<file path="src/rtl/ex_muldiv_unit.sv">
// EX-stage ALU control decode plus an iterative mult/div unit that owns HI/LO.
// Decode is combinational; long ops take WIDTH+1 cycles (1 on divide-by-zero) and hold Stall_EX until the result commits.
module ex_muldiv_unit #(
  parameter int WIDTH = 32,
  parameter int CNT_W = 6
) (
  input  logic             Clk,
  input  logic             Reset,
  input  logic [1:0]       ALUOp_EX,
  input  logic [5:0]       Funct_EX,
  input  logic             Valid_EX,
  input  logic             Flush_EX,
  input  logic [WIDTH-1:0] OperandA_EX,
  input  logic [WIDTH-1:0] OperandB_EX,
  output logic [3:0]       ALU_Control_EX,
  output logic             Stall_EX,
  output logic [WIDTH-1:0] Hi_EX,
  output logic [WIDTH-1:0] Lo_EX,
  output logic             Done_EX,
  output logic             DivZero_EX
);

  typedef enum logic [1:0] {IDLE, BUSY, DONE} state_t;
  state_t state, state_nxt;

  logic [CNT_W-1:0] cnt;
  logic [WIDTH-1:0] acc_hi, acc_lo, opnd;
  logic [WIDTH-1:0] hi_q, lo_q;
  logic             is_div, q_neg, r_neg, dz;

  logic             is_r, is_mf, long_op, op_div, op_signed, start, div_zero, commit;
  logic             a_neg, b_neg;
  logic [WIDTH-1:0] a_mag, b_mag;

  assign is_r      = (ALUOp_EX == 2'b10);
  assign long_op   = is_r && (Funct_EX[5:2] == 4'b0110);
  assign is_mf     = is_r && ((Funct_EX == 6'b010000) || (Funct_EX == 6'b010010));
  assign op_div    = Funct_EX[1];
  assign op_signed = !Funct_EX[0];
  assign start     = (state == IDLE) && Valid_EX && !Flush_EX && long_op;
  assign div_zero  = op_div && (OperandB_EX == '0);

  // Signed ops iterate on magnitudes; signs are reapplied when the result is read out.
  assign a_neg = op_signed && OperandA_EX[WIDTH-1];
  assign b_neg = op_signed && OperandB_EX[WIDTH-1];
  assign a_mag = a_neg ? -OperandA_EX : OperandA_EX;
  assign b_mag = b_neg ? -OperandB_EX : OperandB_EX;

  always_comb begin
    ALU_Control_EX = 4'b0011;
    case (ALUOp_EX)
      2'b00: ALU_Control_EX = 4'b0010;
      2'b01: ALU_Control_EX = 4'b0110;
      2'b10: begin
        case (Funct_EX)
          6'b100000: ALU_Control_EX = 4'b0010;
          6'b100010: ALU_Control_EX = 4'b0110;
          6'b100100: ALU_Control_EX = 4'b0000;
          6'b100101: ALU_Control_EX = 4'b0001;
          6'b101010: ALU_Control_EX = 4'b0111;
          6'b100001: ALU_Control_EX = 4'b1111;
          6'b010000: ALU_Control_EX = 4'b1000;
          6'b010010: ALU_Control_EX = 4'b1001;
          default:   ALU_Control_EX = 4'b0011;
        endcase
      end
      default: ALU_Control_EX = 4'b0011;
    endcase
  end

  always_comb begin
    state_nxt = state;
    case (state)
      IDLE: if (start) state_nxt = div_zero ? DONE : BUSY;
      BUSY: begin
        if (Flush_EX)                          state_nxt = IDLE;
        else if (cnt == CNT_W'(WIDTH - 1))     state_nxt = DONE;
      end
      DONE:    state_nxt = IDLE;
      default: state_nxt = IDLE;
    endcase
  end

  // A flush in DONE suppresses the commit, so Done/DivZero and the HI/LO forward are all gated by it.
  assign commit     = (state == DONE) && !Flush_EX;
  assign Done_EX    = commit;
  assign DivZero_EX = commit && dz;
  assign Stall_EX   = start || (state == BUSY) || (is_mf && Valid_EX && (state == BUSY));

  logic [WIDTH:0]       add_sum, shifted, rem_nxt;
  logic                 sub_ok;
  logic [2*WIDTH-1:0]   prod_fix;
  logic [WIDTH-1:0]     res_hi, res_lo;

  assign add_sum  = {1'b0, acc_hi} + (acc_lo[0] ? {1'b0, opnd} : {(WIDTH+1){1'b0}});
  assign shifted  = {acc_hi, acc_lo[WIDTH-1]};
  assign sub_ok   = (shifted >= {1'b0, opnd});
  assign rem_nxt  = sub_ok ? (shifted - {1'b0, opnd}) : shifted;

  assign prod_fix = q_neg ? -{acc_hi, acc_lo} : {acc_hi, acc_lo};
  assign res_lo   = is_div ? (q_neg ? -acc_lo : acc_lo) : prod_fix[WIDTH-1:0];
  assign res_hi   = is_div ? (r_neg ? -acc_hi : acc_hi) : prod_fix[2*WIDTH-1:WIDTH];

  // The committing value is forwarded in DONE so an mfhi/mflo released by the stall sees it.
  assign Hi_EX = commit ? res_hi : hi_q;
  assign Lo_EX = commit ? res_lo : lo_q;

  always_ff @(posedge Clk or posedge Reset) begin
    if (Reset) begin
      state  <= IDLE;
      cnt    <= '0;
      acc_hi <= '0;
      acc_lo <= '0;
      opnd   <= '0;
      hi_q   <= '0;
      lo_q   <= '0;
      is_div <= 1'b0;
      q_neg  <= 1'b0;
      r_neg  <= 1'b0;
      dz     <= 1'b0;
    end else begin
      state <= state_nxt;
      if (start) begin
        cnt    <= '0;
        is_div <= op_div;
        dz     <= div_zero;
        if (div_zero) begin
          acc_hi <= OperandA_EX;
          acc_lo <= '1;
          opnd   <= OperandB_EX;
          q_neg  <= 1'b0;
          r_neg  <= 1'b0;
        end else begin
          acc_hi <= '0;
          acc_lo <= op_div ? a_mag : b_mag;
          opnd   <= op_div ? b_mag : a_mag;
          q_neg  <= a_neg ^ b_neg;
          r_neg  <= a_neg;
        end
      end else if (state == BUSY) begin
        cnt <= cnt + 1'b1;
        if (is_div) begin
          acc_hi <= WIDTH'(rem_nxt);
          acc_lo <= {acc_lo[WIDTH-2:0], sub_ok};
        end else begin
          acc_hi <= add_sum[WIDTH:1];
          acc_lo <= {add_sum[0], acc_lo[WIDTH-1:1]};
        end
      end
      if (commit) begin
        hi_q <= res_hi;
        lo_q <= res_lo;
      end
    end
  end

endmodule

</file>
<file path="config.mk">
export PLATFORM = sky130hd
export DESIGN_NAME = ex_muldiv_unit
export DESIGN_NICKNAME = d
export VERILOG_FILES = /design/src/rtl/ex_muldiv_unit.sv
export SDC_FILE = /design/constraint.sdc
export NUM_CORES = 1
export LEC_CHECK = 0
export BUFFER_PORTS_ARGS = -buffer_cell sky130_fd_sc_hd__buf_2
export CORE_ASPECT_RATIO = 1.2
export CORE_MARGIN = 1.5
export CORE_UTILIZATION = 30
export DETAILED_ROUTE_END_ITERATION = 16
export PLACE_DENSITY = 0.58
export SLEW_MARGIN = 5
export SYNTH_ARGS = -nofsm -noshare
export SYNTH_HDL_FRONTEND = slang
export SYNTH_SLANG_ARGS = --single-unit
</file>
<file path="constraint.sdc">
create_clock -name Clk -period 6.05 [get_ports Clk]
set_clock_uncertainty 0.05 [all_clocks]
set_input_delay 1.815 -clock Clk [delete_from_list [all_inputs] [get_ports Clk]]
set_output_delay 1.815 -clock Clk [all_outputs]
set_load 0.005 [all_outputs]
</file>
==> flow_summary_export.csv <==
group,metric,value,unit
route,vias,15010,
sta,finalHoldViolCount,0,
logic_synthesis,synth_area,14860,sq um
floorplanning,start_util,30.32,%
placed_design,numPortBuffers,146,
route,drc,0,
setup_path,crit_type,"reg -> out",
clock_tree,clk_path_buf_depth,2,
sta,final_max_slew_viol_count,0,
job,cap_violations,0,
floorplanning,dieWidth,206.1,um
clock_tree,cts-root-buf,"clkbuf_16",
clock_tree,htree_num_levels,4,
grt,grt_usage,21.72,%
floorplanning,core_area,49000,sq um
logic_synthesis,synth_nets,2078,
clock_tree,cts_sinks,172,
clock_tree,numCtsBuffers,17,
sta,rsz0062_at_grt,"false",
setup_path,cp_slowest_cell,"or4_4",
setup_path,end_kind,"primary output",
clock_tree,cts_resized,0,
logic_synthesis,yosys_warnings,0,
sta,min_period,5.868,ns
clock_tree,postCtsSetupBuffers,0,
cells_and_area,layout-drive-gt1-share,12.41,%
cells_and_area,finalNonFillerCells,2670,
setup_path,crit_family,"simple AND/OR/NAND/NOR gates",
floorplanning,pin_count,147,
logic_synthesis,ys_ff_latch,172,
cells_and_area,nNetsFinal,2164,
clock_tree,path_clk_slew,0.07,ns
sta,worst_pin_slew,0.9837,ns
grt,grt_pass1_wl,84.50,mm
outcome,outcome,"completed",
power_and_ir_drop,p_comb_share,58.0,%
route,wl_per_cell,20.80,um
logic_synthesis,syn_avg_cell_area,7.693,sq um
setup_path,crit_arrival,4.00,ns
logic_synthesis,yosysSeqAreaShare,28.97,%
route,routed_wirelength,55.52,mm
power_and_ir_drop,internal_power,0.003550,W
power_and_ir_drop,vdd_ir_drop_max,232.7,uV
setup_path,cp_cell_sequence,"or4_4 > or3_1 > or3_4 > nor4_4 > nor2_1 > or4_4 > o41ai_2 > xor2_1 > o21ai_1 > buf_2",
setup_path,timing.critical_path.fanout_max,6,
setup_path,cp_common_cell,"or4_4",
sta,finalCritPeriodShare,96.99,%
placed_design,gp_congestion,0.9436,
logic_synthesis,synth_area_leaders,"dfrtp_1, xor2_1, ha_1",
setup_path,critPathLaunchType,"register",
grt,grt_max_degree,105,
route,dr.pass1.iters,6,
placed_design,dp.cells,2635,
clock_tree,cts_tree,"done",
route,drtAntennaViolNets,0,
logic_synthesis,synthArstFlopShare,100.0,%
logic_synthesis,synth_top_area_share,28.97,%
power_and_ir_drop,p_sw,0.003333,W
power_and_ir_drop,p_seq_share,24.9,%
power_and_ir_drop,power_density,406.5,nW/um^2
clock_tree,clkLatencyLatePin,0.47,ns
cells_and_area,synthToLayoutAreaGrowth,13.97,%
setup_path,worstPathRequired,4.18,ns
sta,max_freq,170.4,MHz
setup_path,slowest_delay,0.56,ns
setup_path,cp_num_buf_inv,1,
power_and_ir_drop,clockPowerShare,17.1,%
logic_synthesis,yosys.area.top_type,"dfrtp_1",
route,route.detailed.vias_per_inst,5.622,
floorplanning,dieHeight,246.8,um
worst_hold_path,holdCritPathClass,"reg -> reg",
floorplanning,fp-row-count,89,
grt,antenna_found_initial,3,
power_and_ir_drop,swShare,48.43,%
floorplanning,dieArea,50870,sq um
cells_and_area,final_core_util,34.56,%
sta,max-slew-margin-rel,34.42,%
grt,grt_pass1_vias,14290,
placed_design,dp_hpwl,43.62,mm
clock_tree,holdBufCountCts,0,
cells_and_area,design_area,16930,sq um
logic_synthesis,synthFlopType,"dfrtp_1",
sta,setup_viol,0,
grt,grt-ovfl-total,0,
logic_synthesis,synth_edf_count,0,
placed_design,place_area,16320,sq um
route,drt-initial-drc-count,1372,
logic_synthesis,yosys.cell_types.count,77,
power_and_ir_drop,p_leak,7.043,nW
logic_synthesis,synthCells,1931,
sta,finalSetupTns,0,ns
==> per-layer routing <==
| metal | global-route usage, % | vias to the layer above | wire [um] |
|---|---|---|---|
| met2 | 36.36 | 513 | 26480 |
| met4 | 10.81 | 0 | 2434 |
| met1 | 27.47 | 7230 | 23490 |
| met3 | 2.478 | 103 | 3126 |
| met5 | 0 | - | 0 |
| li1 | - | 7165 | - |
==> power groups by stage <==
stage	logic, W	registers (W)	clock network, W
detailed placement	0.00393	0.00173	0
floorplan	0.00284	0.00162	0
global route	0.00438	0.00174	0.00125
finish	0.00399	0.00171	0.00118
CTS	0.00395	0.00171	0.00120
global placement	0.00389	0.00172	0
==> worst reg2reg max path, delay by kind of cell, from the launching register on <==
kind,cells,cell delay (ns)
AO/OA/AOI/OAI,5,1.34
buffers and inverters,2,0.61
adder cells (fa/ha/maj),1,0.40
flip-flops,1,0.42
AND/OR/NAND/NOR,4,1.30
==> cells in the mapped netlist, types with 14 or more instances <==
library cell and n:
dfrtp_1 172, or4_1 15, o21ai_0 123, clkbuf_1 109, o41ai_1 18, a31oi_1 24
nand2b_1 30, a221oi_1 18, ha_1 69, o211ai_1 24, a211oi_1 23, xor2_1 100
nand4_1 23, buf_1 14, a21oi_1 164, mux2i_1 45, o31ai_1 26, nor4_1 21
nor2_1 201, nand3_1 40, nand2_1 201, a21o_1 19, o21ai_1 101, inv_1 57
nor3_1 43, xnor2_1 79
==> cell type report <==
class                   count  area (sq um)
flip-flops and latches    172          4305
fillers                  5151         32070
well taps                 637         797.0
repair buffers            194          1116
clock buffers              20         456.7
clock inverters            12         150.1
diodes                      3         7.507
inverters                  59         225.2
multi-input cells        1573          9873
==> cell usage in the layout, fill, tap and decap left out, drive strengths merged, types with 17 or more instances in the layout <==
| cell type | n |
|---|---|
| nand4 | 23 |
| nand3 | 40 |
| a31oi | 24 |
| a21o | 19 |
| dfrtp | 172 |
| a211oi | 23 |
| nor2 | 201 |
| xor2 | 100 |
| nand2 | 201 |
| ha | 69 |
| or4 | 17 |
| o31ai | 27 |
| inv | 64 |
| nor3 | 44 |
| nor4 | 23 |
| mux2i | 45 |
| a21oi | 164 |
| a221oi | 18 |
| o211ai | 24 |
| clkbuf | 20 |
| xnor2 | 79 |
| nand2b | 30 |
| o21ai | 224 |
| buf | 194 |
| o41ai | 20 |
==> final timing paths <==
kind / cells after the start / startpoint / slack [ns] / to
setup / recovery: 10 / acc_lo[27] / 0.18 / Hi_EX[22]
hold / removal: 2 / lo_q[30] / 0.44 / lo_q[30]
setup reg to reg: 12 / acc_hi[9] / 1.78 / acc_hi[28]
hold reg to reg: 2 / lo_q[30] / 0.44 / lo_q[30]
max in group asynchronous: 3 / Reset / 3.43 / opnd[4]
min in group asynchronous: 2 / Reset / 1.46 / lo_q[30]
==> flip-flops by register name, indices dropped and copies added (netlist names) <==
| signal | cells |
|---|---|
| acc_hi | 32 |
| acc_lo | 32 |
| cnt | 6 |
| dz | 1 |
| hi_q | 32 |
| is_div | 1 |
| lo_q | 32 |
| opnd | 32 |
| q_neg | 1 |
| r_neg | 1 |
| state | 2 |
==> logic make-up after synthesis <==
group	synth area share, %
buffers and inverters	4.776
XOR/XNOR	10.55
multiplexers	3.411
AO/OA/AOI/OAI	25.97
adder cells (fa/ha/maj)	6.081
flip-flops	28.97
AND/OR/NAND/NOR	20.24
==> stage by stage <==
stage	setup WS, ns	hold slack, ns	power (W)
finish	0.1819	0.4359	0.006883
detailed placement	0.6816	0.4206	0.005651
global route	0.02886	0.4625	0.007369
floorplan	0.8274	0.3893	0.004461
CTS	0.2286	0.4395	0.006850
global placement	0.2105	0.4058	0.005601
(Power assumes the default switching activity.)
